===== src/rtl/pc_fetch_unit.sv =====
// rtl/pc_fetch_unit.sv - program counter and instruction fetch front end
// Purpose: owns the PC and fetches instructions from memory over a req/ack
//   handshake. It applies flush and branch redirects, drops fetches made stale
//   by a redirect, and feeds the IF/ID register while honouring stall.
// Ports:
//   clk, rst                         clock, asynchronous active-high reset
//   flush_i, new_pc_i                exception flush and vector (beats branch)
//   branch_flag_i, branch_target_i   taken branch resolved in ID
//   stall_i                          IF/ID must hold its contents
//   inst_req_o, inst_addr_o          fetch request, stable until acked
//   inst_ack_i, inst_rdata_i         memory completion and instruction word
//   pc_o, instr_o, instr_valid_o     instruction presented to IF/ID
module pc_fetch_unit #(
  parameter logic [31:0] RESET_PC = 32'h0000_0000,
  parameter logic [31:0] PC_INC   = 32'd4
) (
  input  logic        clk,
  input  logic        rst,
  input  logic        flush_i,
  input  logic [31:0] new_pc_i,
  input  logic        branch_flag_i,
  input  logic [31:0] branch_target_i,
  input  logic        stall_i,
  output logic        inst_req_o,
  output logic [31:0] inst_addr_o,
  input  logic        inst_ack_i,
  input  logic [31:0] inst_rdata_i,
  output logic [31:0] pc_o,
  output logic [31:0] instr_o,
  output logic        instr_valid_o
);

  typedef enum logic [1:0] {S_BOOT, S_REQ, S_HOLD} state_e;

  state_e      state_q, state_d;
  logic [31:0] addr_q, addr_d;
  // Address of the next request to start; while stale_q is set it holds the
  // pending redirect target.
  logic [31:0] next_pc_q, next_pc_d;
  logic        stale_q, stale_d;
  logic [31:0] pc_q, pc_d;
  logic [31:0] instr_q, instr_d;
  logic        valid_q, valid_d;
  // One-entry skid slot: catches the in-flight ack when stall rises while the
  // output register is already full, so that fetch is never lost or repeated.
  logic        buf_valid_q, buf_valid_d;
  logic [31:0] buf_pc_q, buf_pc_d;
  logic [31:0] buf_instr_q, buf_instr_d;

  logic        redirect;
  logic [31:0] target;
  logic        ack;
  logic        good_ack;
  logic [31:0] fetch_pc;
  logic        can_start;
  logic        start;

  // State register
  always_ff @(posedge clk or posedge rst) begin
    if (rst) begin
      state_q <= S_BOOT;
    end else begin
      state_q <= state_d;
    end
  end

  // Datapath and handshake decisions
  always_comb begin
    redirect = flush_i | branch_flag_i;
    target   = flush_i ? new_pc_i : branch_target_i;
    ack      = (state_q == S_REQ) && inst_ack_i;
    // Data is usable only if it is not stale and no redirect lands with it.
    good_ack = ack && !stale_q && !redirect;

    if (redirect) begin
      fetch_pc = target;
    end else if (ack && !stale_q) begin
      fetch_pc = addr_q + PC_INC;
    end else begin
      fetch_pc = next_pc_q;
    end

    valid_d     = valid_q;
    pc_d        = pc_q;
    instr_d     = instr_q;
    buf_valid_d = buf_valid_q;
    buf_pc_d    = buf_pc_q;
    buf_instr_d = buf_instr_q;
    if (redirect) begin
      // Anything already fetched is wrong-path; this overrides stall.
      valid_d     = 1'b0;
      buf_valid_d = 1'b0;
    end else if (stall_i && valid_q) begin
      if (good_ack) begin
        buf_valid_d = 1'b1;
        buf_pc_d    = addr_q;
        buf_instr_d = inst_rdata_i;
      end
    end else if (buf_valid_q) begin
      // No request is ever outstanding while the skid slot is full.
      valid_d     = 1'b1;
      pc_d        = buf_pc_q;
      instr_d     = buf_instr_q;
      buf_valid_d = 1'b0;
    end else if (good_ack) begin
      valid_d = 1'b1;
      pc_d    = addr_q;
      instr_d = inst_rdata_i;
    end else begin
      valid_d = 1'b0;
    end

    // Only start a request whose data is guaranteed a landing slot even if
    // stall persists.
    can_start = !stall_i || (!valid_d && !buf_valid_d);
    start     = can_start && ((state_q != S_REQ) || ack);

    addr_d    = start ? fetch_pc : addr_q;
    next_pc_d = fetch_pc;
    stale_d   = stale_q;
    if (ack) begin
      stale_d = 1'b0;
    end else if ((state_q == S_REQ) && redirect) begin
      stale_d = 1'b1;
    end
  end

  // Next-state logic
  always_comb begin
    state_d = state_q;
    case (state_q)
      S_BOOT, S_HOLD: state_d = start ? S_REQ : S_HOLD;
      S_REQ: begin
        if (ack) begin
          state_d = start ? S_REQ : S_HOLD;
        end
      end
      default: state_d = S_BOOT;
    endcase
  end

  // Outputs
  always_comb begin
    inst_req_o    = (state_q == S_REQ);
    inst_addr_o   = addr_q;
    pc_o          = pc_q;
    instr_o       = instr_q;
    instr_valid_o = valid_q;
  end

  always_ff @(posedge clk or posedge rst) begin
    if (rst) begin
      addr_q      <= RESET_PC;
      next_pc_q   <= RESET_PC;
      stale_q     <= 1'b0;
      pc_q        <= 32'h0;
      instr_q     <= 32'h0;
      valid_q     <= 1'b0;
      buf_valid_q <= 1'b0;
      buf_pc_q    <= 32'h0;
      buf_instr_q <= 32'h0;
    end else begin
      addr_q      <= addr_d;
      next_pc_q   <= next_pc_d;
      stale_q     <= stale_d;
      pc_q        <= pc_d;
      instr_q     <= instr_d;
      valid_q     <= valid_d;
      buf_valid_q <= buf_valid_d;
      buf_pc_q    <= buf_pc_d;
      buf_instr_q <= buf_instr_d;
    end
  end

endmodule

===== config.mk =====
export PLATFORM = sky130hd
export DESIGN_NAME = pc_fetch_unit
export DESIGN_NICKNAME = d
export VERILOG_FILES = /design/src/rtl/pc_fetch_unit.sv
export SDC_FILE = /design/constraint.sdc
export NUM_CORES = 1
export LEC_CHECK = 0
export BUFFER_PORTS_ARGS = -buffer_cell sky130_fd_sc_hd__buf_2
export CORE_MARGIN = 10
export CORE_UTILIZATION = 45
export CTS_CLUSTER_SIZE = 14
export DETAILED_ROUTE_END_ITERATION = 10
export PLACE_DENSITY = 0.64
export SLEW_MARGIN = 20
export SYNTH_ARGS = -nofsm -noshare
export SYNTH_HDL_FRONTEND = slang
export SYNTH_SLANG_ARGS = --single-unit

===== constraint.sdc =====
create_clock -name clk -period 19.46 [get_ports clk]
set_input_delay 3.892 -clock clk [delete_from_list [all_inputs] [get_ports clk]]
set_output_delay 3.892 -clock clk [all_outputs]
set_load 0.01 [all_outputs]

======== Word level (Yosys, flattened, before mapping) ========
Index checks and enable logic that the tools add are counted.
word-level totals
  output and inout bits ................... 98
  input bits .............................. 102
  logic and storage cells ................. 57
  bits in registers ....................... 197
operators by class
  bitwise gates (word level) .............. 3
  equality and inequality tests ........... 4
  muxes and demuxes ....................... 19
  reduce and logical (&&, ||, !) cells .... 20
  add/sub/neg operators ................... 1
operator list
  cell                   number
  $mux 32                7
  $add 32x3->32 const B  1
  $mux 1                 9
  $logic_and 1x1->1      7
  $reduce_and 3->1       2
  $logic_not 1->1        5
  $mux 2                 2
  $ne 2x1->1 const B     2
  $pmux 2 s2             1
  $reduce_bool 2->1      2
  $eq 2x1->1 const B     1
  $eq 2x2->1 const B     1
  $logic_not 2->1        1
  $logic_or 1x1->1       2
  $not 1->1              2
  $reduce_or 2->1        1
  $or 1x1->1             1

======== Depth between registers and ports, before layout ========
Gate-level depths: netlist (run 1).
  depth in word-level cells ............... 15
  gate-level depth with buffers ........... 8

======== Least setup slack after synthesis (run 1) ========
No wires, ideal clock.
  path type ............................... input-to-reg
  start point ............................. in inst_ack_i
  end point ............................... reg addr_q[0] (netlist: inst_addr_o[0])
  cell stages on the path ................. 7
  buffers on the path ..................... 3
  setup slack ............................. 13.937 ns
  arrival time ............................ 5.398 ns
  cell sequence ........................... nor4bb_1 buf_2 o311ai_2 a21boi_0 buf_2 buf_2 mux2_2
on the way
  cells in the longest elaborated chain, start to end .. 11
RTL lines
  element               line    text
  from (decl)           26      input logic inst_ack_i,
  $logic_and 1x1->1 *   71      ack = (state_q == S_REQ) && inst_ack_i;
  $logic_and 1x1->1     73, 77
  $logic_and 1x1->1     73      good_ack = ack && !stale_q && !redirect;
  $mux 1                105     end else if (good_ack) begin
  $mux 1                99      end else if (buf_valid_q) begin
  $mux 1                93      end else if (stall_i && valid_q) begin
  $mux 1                89      if (redirect) begin
  $logic_not 1->1       115     can_start = !stall_i || (!valid_d && !buf_valid_d);
  $logic_and 1x1->1     115
  $logic_or 1x1->1      115
  $logic_and 1x1->1     116     start = can_start && ((state_q != S_REQ) || ack);
  to (signal assigned)  163     addr_q <= addr_d;
  to (decl)             36      logic [31:0] addr_q, addr_d;
Every way passes the cells marked *; elsewhere a longest branch is shown, timed or not.
A chain may end at the register's enable or synchronous reset.

======== Worst setup path after layout (run 1) ========
  start point ............................. in flush_i
  end point ............................... reg buf_instr_q[22]
on the way
  cells in the longest elaborated chain, start to end .. 4
RTL lines
  element                       line  text
  from (decl)                   19    input logic flush_i,
  $or 1x1->1 *                  69    redirect = flush_i | branch_flag_i;
  $logic_not 1->1               73
  $logic_and 1x1->1             73
  $reduce_and 3->1 (no line) *  n/a
  to (signal assigned)          171   buf_instr_q <= buf_instr_d;
  to (decl)                     48    logic [31:0] buf_instr_q, buf_instr_d;
Marked as above.

==> results of run 1 <==
[kinds of logic after synthesis]
group	after synthesis	synth area share (%)
AOI/OAI and AO/OA	209	13.23
xor gates and xnor gates	24	2.236
adders and majority gates	1	0.1330
buffers and inverters	87	3.779
DFF	197	52.43
muxes	155	17.62
and+or+nand+nor	207	10.58
[worst min-delay path, cell delays in order, from the launching register on]
cell     delay [ns]
dfrtp_1        0.34
nand2_1        0.04
o21ai_0        0.05
[layout make-up]
class	count	area, um^2	share of cell area [%]
clock inverter	12	165.2	1.479
timing repair buffer	208	1071	9.589
tap	270	337.8	3.025
multi-input combinational	596	4141	37.08
inverter	15	63.81	0.5713
sequential	197	4933	44.17
clock buffer	20	456.7	4.089
[state kept, by name, summed over array words and instances (netlist names)]
name and count:
buf_instr_q 32, stale_q 1, state_q 2, next_pc_q 32
inst_addr_o 32, instr_valid_o 1, instr_o 32, pc_o 32
buf_valid_q 1, buf_pc_q 32
[worst max-delay path by stage]
stage / from / end / slack, ns / cells after the start
final: flush_i / buf_instr_q[22]$_DFFE_PP0P_ / 12.94 / 6
after global routing: flush_i / buf_instr_q[28]$_DFFE_PP0P_ / 12.66 / 6
after CTS: flush_i / buf_instr_q[26]$_DFFE_PP0P_ / 12.93 / 6
after detailed placement: flush_i / buf_instr_q[22]$_DFFE_PP0P_ / 12.45 / 6
after global placement: flush_i / buf_pc_q[3]$_DFFE_PP0P_ / 12.60 / 6
after floorplan: rst / buf_instr_q[0]$_DFFE_PP0P_ / 10.20 / 1
[report_power, final]
group          switching [mW]  leakage (nW)  internal [mW]  total (mW)
registers              0.0593          2.50          0.475       0.534
logic                   0.119          2.35         0.0953       0.215
clock network           0.163         0.300          0.212       0.375
[per-stage QoR]
step                area (um^2)  instances
finish                    11170       1318
global route              11170       1318
CTS                       11160       1318
detailed placement        10540       1286
global placement          10540       1286
floorplan                  9403        880
[metal layers]
| metal | share of wire [%] | vias to the layer above | GRT usage (%) |
|---|---|---|---|
| met5 | 0 | - | 0 |
| met3 | 7.5 | 24 | 4.655 |
| li1 | - | 3433 | - |
| met1 | 47 | 3360 | 25.19 |
| met4 | 1.4 | 0 | 5.435 |
| met2 | 44 | 227 | 26.87 |
[placed cells by master, fill, tap and decap left out, drive strengths merged, types with 5 or more instances in the layout]
cell type,netlist,layout
nor3,13,13
a21oi,38,38
o21ai,110,110
xnor2,12,12
o31ai,10,10
nand2b,5,5
dfrtp,197,197
a2bb2oi,5,5
clkbuf,43,20
nor2b,8,8
inv,15,21
o311ai,5,5
mux2,84,84
xor2,12,12
nand3,13,13
nand4,11,11
nor2,28,28
mux2i,71,71
buf,29,208
and4,5,5
a221oi,8,8
nand2,106,106
==> flow_metrics.env, run 1 <==
export IMPL_start_util_pct=46.17
export IMPL_clock_latency_ns=0.44
export IMPL_cp_slowest_cell="buf_4"
export IMPL_hold_path_class="reg -> reg"
export IMPL_layout_nets=1138
export IMPL_slew_headroom_pct=37.51
export IMPL_leakage_nw=5.151
export IMPL_dieArea_um2=27080
export IMPL_crit_fanout=64
export IMPL_routed_wl_um=24380
export IMPL_synthToLayoutAreaGrowth_pct=18.79
export IMPL_grtUsageTotal_pct=18.00
export IMPL_skew_ns=0.01293
export IMPL_grt_pass1_vias=7145
export IMPL_setup_ws_ns=12.94
export IMPL_total_power_mw=1.124
export IMPL_min_to="instr_o[24]$_DFFE_PP0P_"
export IMPL_post_cts_buffers=0
export IMPL_crit_family="simple AND/OR/NAND/NOR gates"
export IMPL_hold_path_startpoint="instr_o[24]$_DFFE_PP0P_"
export IMPL_chipWidth_um=164.6
export IMPL_antenna_found_initial=0
export IMPL_drc=0
export IMPL_final_antenna_net_count=0
export IMPL_synth_cell_types=60
export IMPL_synth_seq_cells=197
export IMPL_slew_viol_final=0
export IMPL_synth_common_cells="dfrtp_1, o21ai_0, nand2_1"
export IMPL_ys_warn_count=0
export IMPL_cts_resized=0
export IMPL_portBuffers=199
export IMPL_syn_avg_cell_area_um2=10.68
export IMPL_path_clk_slew_ns=0.07
export IMPL_drtIter0Drc=662
export IMPL_cts_tree="built"
export IMPL_grt_max_degree=139
export IMPL_cts_root_buffer="clkbuf_16"
export IMPL_top_level_ports=200
export IMPL_die_h_um=164.6
export IMPL_reg2regPathDepth=6
export IMPL_finalHoldViolations=0
export IMPL_reg2reg_from="state_q[1]$_DFFE_PP0N_"
export IMPL_cts_hold_buf=0
export IMPL_drt_pass1_iter_count=5
export IMPL_final_min_clock_period_ns=6.525
export IMPL_drv_cap=0
export IMPL_synth_ff_type="dfrtp_1"
export IMPL_vdd_drop_max_uv=60.72
export IMPL_via_per_inst=5.344
export IMPL_yosysSeqAreaShare_pct=52.43
export IMPL_dp_slack_ns=12.45
export IMPL_coreArea_um2=20360
export IMPL_synth_nets=983
export IMPL_crit_buf_inv=2
export IMPL_yosysTopAreaCell="dfrtp_1"
export IMPL_critPathArrivalTime_ns=6.85
export IMPL_period_share_pct=33.53
export IMPL_htreeDepth=4
export IMPL_async_flop_share_pct=100.0
export IMPL_outcome="finished clean"
export IMPL_reg2reg_to="buf_instr_q[22]$_DFFE_PP0P_"
export IMPL_finalCoreUtilization_pct=54.85
export IMPL_ys_top_cells_by_area="dfrtp_1, mux2_2, mux2i_1"
export IMPL_antenna_cells=0
export IMPL_synth_cells=880
export IMPL_synth_top_cell_area_share_pct=52.43
export IMPL_grt_pass1_wl_um=38990
export IMPL_tightest_slew_ns=0.9302
export IMPL_gr_total_overflow=0
export IMPL_setup_viol=0
export IMPL_setup_tns_ns=0
export IMPL_dp_hpwl_um=16580
export IMPL_p_per_area_nw_per_um2=100.6
export IMPL_fmax_mhz=153.3
export IMPL_layout_drive_gt1_share_pct=32.25
export IMPL_cts_buffer_depth=2
export IMPL_hold_depth=2
export IMPL_place_gp_congestion=0.8286
export IMPL_syn_area_um2=9403
export IMPL_crit_path_start_kind="primary input"
export IMPL_r2r_setup_slack_ns=16.36
export IMPL_worstSetupEndpointType="flip-flop"
export IMPL_wire_per_inst_um=18.49
export IMPL_cts_sinks=197
export IMPL_num_fill_cells=1840
export IMPL_crit_chain="buf_2 -> nor2_1 -> nand2_1 -> nor2_4 -> buf_4 -> mux2_2"
export IMPL_path_class="in -> reg"
export IMPL_grt_setup_unrepaired="no"
export IMPL_crit_path_max_incr_delay_ns=0.70
export IMPL_synth_edff_count=0
export IMPL_hold_ws_ns=0.4729
export IMPL_std_cell_rows=52
export IMPL_via_count=7044
export IMPL_cp_required_ns=19.78
export IMPL_yosysMostFrequentCell="dfrtp_1"
export IMPL_numCtsBuffers=17
Note: power is estimated with default switching activity, not from simulation.
==> inputs of run 2 (changes only) <==
clock period = 6.7 ns   (was 19.46 ns; I/O delays follow)
==> run 2 against run 1 <==
Compared with the run above: utilization rose by 0.062 points; wire length rose by 1.5%; non-clock buffer count rose by 3; count of clock-buffer cells in the layout fell by 2; sequential share of layout area barely moved; sequential power rose to 2.9 times the previous value; via count rose by 1.4%; critical path type unchanged; critical endpoint is now buf_instr_q[15]$_DFFE_PP0P_.
==> flow_metrics.env, run 2 (synthesis gave the netlist of run 1 again) <==
export IMPL_grt_setup_unrepaired="no"
export IMPL_layout_nets=1141
export IMPL_drv_cap=0
export IMPL_path_clk_slew_ns=0.07
export IMPL_cts_root_buffer="clkbuf_16"
export IMPL_slew_headroom_pct=30.37
export IMPL_crit_path_start_kind="primary input"
export IMPL_numCtsBuffers=17
export IMPL_via_count=7141
export IMPL_tightest_slew_ns=1.036
export IMPL_outcome="finished clean"
export IMPL_skew_ns=0.009503
export IMPL_placed_cells=1288
export IMPL_drc=0
export IMPL_cts_resized=0
export IMPL_portBuffers=199
export IMPL_crit_chain="buf_2 -> nor2_1 -> nand2_1 -> nor2_4 -> buf_4 -> mux2_2"
export IMPL_crit_path_max_incr_delay_ns=0.69
export IMPL_hold_path_class="reg -> reg"
export IMPL_finalHoldViolations=0
export IMPL_std_cell_rows=52
export IMPL_dieArea_um2=27080
export IMPL_drtIter0Drc=387
export IMPL_cts_hold_buf=0
export IMPL_vdd_drop_max_uv=186.4
export IMPL_layout_drive_gt1_share_pct=32.54
export IMPL_final_design_area_no_fill_um2=11180
export IMPL_place_gp_congestion=0.8229
export IMPL_drt_pass1_iter_count=5
export IMPL_chipWidth_um=164.6
export IMPL_grt_pass1_wl_um=39710
export IMPL_finalCoreUtilization_pct=54.91
export IMPL_hold_ws_ns=0.4721
export IMPL_path_class="in -> reg"
export IMPL_gr_total_overflow=0
export IMPL_crit_fanout=64
export IMPL_grtUsageTotal_pct=18.41
export IMPL_cts_tree="built"
export IMPL_clock_latency_ns=0.44
export IMPL_dp_slack_ns=2.262
export IMPL_critPathArrivalTime_ns=4.33
export IMPL_synthToLayoutAreaGrowth_pct=18.92
export IMPL_cts_buffer_depth=2
export IMPL_coreArea_um2=20360
export IMPL_htreeDepth=4
export IMPL_routed_wl_um=24740
export IMPL_start_util_pct=46.17
export IMPL_dpl_cell_area_um2=10550
export IMPL_top_level_ports=200
export IMPL_final_min_clock_period_ns=4.010
export IMPL_worstSetupEndpointType="flip-flop"
export IMPL_dp_hpwl_um=16940
export IMPL_final_antenna_net_count=0
export IMPL_setup_viol=0
export IMPL_via_per_inst=5.406
export IMPL_cp_required_ns=7.02
export IMPL_mostFrequentLayoutCells="buf_2, dfrtp_1, o21ai_0, nand2_1, mux2_2"
export IMPL_period_share_pct=59.85
export IMPL_setup_tns_ns=0
export IMPL_cp_slowest_cell="buf_4"
export IMPL_p_per_area_nw_per_um2=289.0
export IMPL_antenna_cells=0
export IMPL_slew_viol_final=0
export IMPL_grt_max_degree=129
export IMPL_wire_per_inst_um=18.73
export IMPL_layout_cells_non_filler=1321
export IMPL_cts_sinks=197
export IMPL_post_cts_buffers=0
export IMPL_setup_ws_ns=2.690
export IMPL_leakage_nw=5.156
export IMPL_fmax_mhz=249.4
export IMPL_antenna_found_initial=0
export IMPL_total_power_mw=3.232
export IMPL_grt_pass1_vias=7329
export IMPL_final_common_cell="buf_2"
export IMPL_die_h_um=164.6
==> run 2: layer usage <==
| layer | share of wire [%] | track usage, % | vias up |
|---|---|---|---|
| met5 | 0 | 0 | - |
| met4 | 1.5 | 5.636 | 0 |
| met3 | 6.5 | 4.108 | 25 |
| met2 | 45 | 29.24 | 203 |
| met1 | 47 | 24.66 | 3471 |
| li1 | - | - | 3442 |
==> run 2: path summary, 6_finish.rpt <==
kind / start / endpoint / slack (ns) / depth (start not counted)
max: flush_i / buf_instr_q[15]$_DFFE_PP0P_ / 2.69 / 6
min: pc_o[29]$_DFFE_PP0P_ / pc_o[29]$_DFFE_PP0P_ / 0.47 / 2
max reg2reg: state_q[1]$_DFFE_PP0N_ / buf_instr_q[15]$_DFFE_PP0P_ / 3.58 / 6
min reg2reg: pc_o[29]$_DFFE_PP0P_ / pc_o[29]$_DFFE_PP0P_ / 0.47 / 2
max in group asynchronous: rst / pc_o[10]$_DFFE_PP0P_ / 4.66 / 3
min in group asynchronous: rst / pc_o[27]$_DFFE_PP0P_ / 0.88 / 2
==> run 2: worst max-delay path: cells and delay by family <==
kind | cells | cell delay, ns
simple gates | 3 | 1.46
buf+inv | 2 | 1.07
mux | 1 | 0.42
==> run 2: power by group <==
part / leakage (nW) / switching (mW) / total (mW) / internal, mW
clock: 0.292 / 0.482 / 1.05 / 0.571
combinational: 2.36 / 0.345 / 0.624 / 0.279
sequential: 2.50 / 0.177 / 1.56 / 1.38
==> run 2: area by class of cell <==
cell class	instances	area, um^2
repair buffers	211	1106
multi-input cells	596	4141
clock buffers	18	439.2
flip-flops and latches	197	4933
fillers	1851	9183
inverters	15	60.06
well taps	270	337.8
clock inverters	14	163.9
==> inputs of run 3 (changes only) <==
ABC_AREA = 1   (was not set)
clock period = 3.7 ns   (was 6.7 ns; I/O delays follow)
==> run 3 against run 2 <==
Compared with the run above: worst hold slack worse by 0.035 ns; total power is 95% higher; utilization is 0.94 points lower; critical path depth is 4 higher; count of clock-buffer cells in the layout is 5 higher; clock skew is 0.00052 ns higher; synthesized area is 2.1% higher; combinational power grew to 2.5 times the previous value; wire length is 4.6% higher; critical path type unchanged.
==> flow_metrics.env, run 3 <==
export IMPL_cts_sinks=197
export IMPL_slew_headroom_pct=47.19
export IMPL_tightest_slew_ns=0.7905
export IMPL_r2r_setup_slack_ns=1.50
export IMPL_layout_nets=1481
export IMPL_layout_drive_gt1_share_pct=19.48
export IMPL_crit_path_start_kind="primary input"
export IMPL_setup_tns_ns=0
export IMPL_num_fill_cells=2013
export IMPL_yosysTopAreaCell="dfrtp_1"
export IMPL_synthXorXnorAreaFrac_pct=0.1825
export IMPL_fmax_mhz=420.5
export IMPL_ys_warn_count=0
export IMPL_synth_top_family_by_area="simple AND/OR/NAND/NOR gates"
export IMPL_async_flop_share_pct=100.0
export IMPL_place_gp_congestion=0.8644
export IMPL_dieArea_um2=27570
export IMPL_clock_latency_ns=0.44
export IMPL_grtUsageTotal_pct=18.70
export IMPL_post_cts_buffers=0
export IMPL_cts_hold_buf=0
export IMPL_portBuffers=199
export IMPL_crit_path_max_incr_delay_ns=0.50
export IMPL_syn_avg_cell_area_um2=7.892
export IMPL_numCtsBuffers=17
export IMPL_via_per_inst=4.985
export IMPL_outcome="finished clean"
export IMPL_synth_compound_area_share_pct=17.55
export IMPL_cts_buffer_depth=2
export IMPL_drv_cap=0
export IMPL_critPathArrivalTime_ns=2.73
export IMPL_synthSimpleGateAreaFrac_pct=23.75
export IMPL_cp_required_ns=4.05
export IMPL_ys_top_cells_by_area="dfrtp_1, nand2_1, o21ai_0"
export IMPL_htreeDepth=4
export IMPL_cp_slowest_cell="buf_2"
export IMPL_cts_resized=0
export IMPL_grt_setup_unrepaired="no"
export IMPL_synth_top_cell_area_share_pct=51.37
export IMPL_synth_seq_cells=197
export IMPL_dp_hpwl_um=18490
export IMPL_wire_per_inst_um=15.54
export IMPL_path_clk_slew_ns=0.07
export IMPL_synth_edff_count=0
export IMPL_final_common_cell="nand2_1"
export IMPL_path_class="in -> reg"
export IMPL_drc=0
export IMPL_yosysSeqAreaShare_pct=51.37
export IMPL_finalHoldViolations=0
export IMPL_std_cell_rows=53
export IMPL_synth_common_cells="nand2_1, dfrtp_1, o21ai_0"
export IMPL_slew_viol_final=0
export IMPL_crit_path_frequent_cell="inv_2"
export IMPL_yosysMostFrequentCell="nand2_1"
export IMPL_synthAdderAreaFrac_pct=0.1304
export IMPL_grt_pass1_vias=8152
export IMPL_vdd_drop_max_uv=287.3
export IMPL_final_antenna_net_count=0
export IMPL_start_util_pct=45.65
export IMPL_final_design_area_no_fill_um2=11340
export IMPL_worstSetupEndpointType="flip-flop"
export IMPL_synthMuxAreaShare_pct=0
export IMPL_drtIter0Drc=660
export IMPL_reg2reg_from="inst_addr_o[3]$_DFFE_PP0P_"
export IMPL_dpl_cell_area_um2=10760
export IMPL_die_h_um=166.0
export IMPL_synth_cell_types=31
export IMPL_reg2reg_to="inst_addr_o[8]$_DFFE_PP0P_"
export IMPL_routed_wl_um=25890
export IMPL_gr_total_overflow=0
export IMPL_crit_fanout=35
export IMPL_reg2regPathDepth=8
export IMPL_synth_ff_type="dfrtp_1"
export IMPL_setup_viol=0
export IMPL_mostFrequentLayoutCells="nand2_1, buf_2, dfrtp_1, o21ai_0, nor2_1"
export IMPL_synth_cells=1216
export IMPL_finalCoreUtilization_pct=53.97
export IMPL_antenna_found_initial=0
export IMPL_top_level_ports=200
export IMPL_antenna_cells=0
export IMPL_chipWidth_um=166.0
export IMPL_coreArea_um2=21020
export IMPL_syn_area_um2=9597
export IMPL_p_per_area_nw_per_um2=554.6
export IMPL_cts_tree="built"
export IMPL_drt_pass1_iter_count=7
export IMPL_synthToLayoutAreaGrowth_pct=18.21
export IMPL_final_min_clock_period_ns=2.378
export IMPL_crit_chain="buf_2 -> nor2_8 -> inv_2 -> nor2_2 -> inv_2 -> nand2_2 -> a21oi_4 -> buf_4 -> nand2_1 -> o21ai_0"
export IMPL_cts_root_buffer="clkbuf_16"
export IMPL_grt_max_degree=129
export IMPL_period_share_pct=64.28
export IMPL_skew_ns=0.01002
export IMPL_total_power_mw=6.292
export IMPL_via_count=8305
export IMPL_leakage_nw=5.551
export IMPL_synth_nets=1319
export IMPL_hold_path_class="in -> async"
export IMPL_grt_pass1_wl_um=42860
run 3: through the flow:
step	cells	hold WS (ns)	worst slack, ns
6_report	1666	0.4367	1.322
5_1_grt	1666	0.4846	1.086
4_1_cts	1666	0.4584	1.316
3_5_place_dp	1634	0.4672	0.8757
3_3_place_gp	1634	0.4607	0.9666
2_1_floorplan	1216	0.4479	0.4136
run 3: final cells by class:
class                      instances  area, um^2  share of cell area (%)
inverter                          87       331.6                   2.923
clock inverter                     9       93.84                  0.8272
multi-input combinational        865        4016                   35.40
clock buffer                      23       488.0                   4.301
sequential                       197        4930                   43.45
tap                              275       344.1                   3.033
timing repair buffer             210        1141                   10.06
run 3: how the worst max path moves through the flow:
stage,start,to,slack [ns]
floorplan,rst,buf_instr_q[0]$_DFFE_PP0P_,0.41
global placement,flush_i,inst_addr_o[17]$_DFFE_PP0P_,0.97
detailed placement,flush_i,inst_addr_o[17]$_DFFE_PP0P_,0.88
CTS,flush_i,inst_addr_o[17]$_DFFE_PP0P_,1.32
global route,flush_i,inst_addr_o[20]$_DFFE_PP0P_,1.09
finish,flush_i,inst_addr_o[17]$_DFFE_PP0P_,1.32
run 3: metal layers:
metal | GRT usage [%] | wire length (um) | vias up
met4 | 6.009 | 438 | 0
met2 | 27.65 | 11070 | 253
met5 | 0 | 0 | -
li1 | - | - | 4228
met1 | 26.25 | 12620 | 3802
met3 | 4.709 | 1766 | 22
run 3: worst max-delay path, delay by kind of cell:
family,cells,cell delay [ns]
buffers and inverters,4,1.01
AOI/OAI and AO/OA,2,0.56
and+or+nand+nor,4,0.41
run 3: report_power, final:
group,switching [mW],internal (mW)
clock network,0.838,1.01
registers,0.276,2.59
logic,0.923,0.660
total,2.04,4.25
run 3: logic make-up (layout without fill, tap and decap cells):
logic type / count (synthesis) / in the layout
buffers and inverters: 154 / 329
and+or+nand+nor: 572 / 572
xor gates and xnor gates: 2 / 2
AOI/OAI and AO/OA: 290 / 290
adders and majority gates: 1 / 1
DFF: 197 / 197
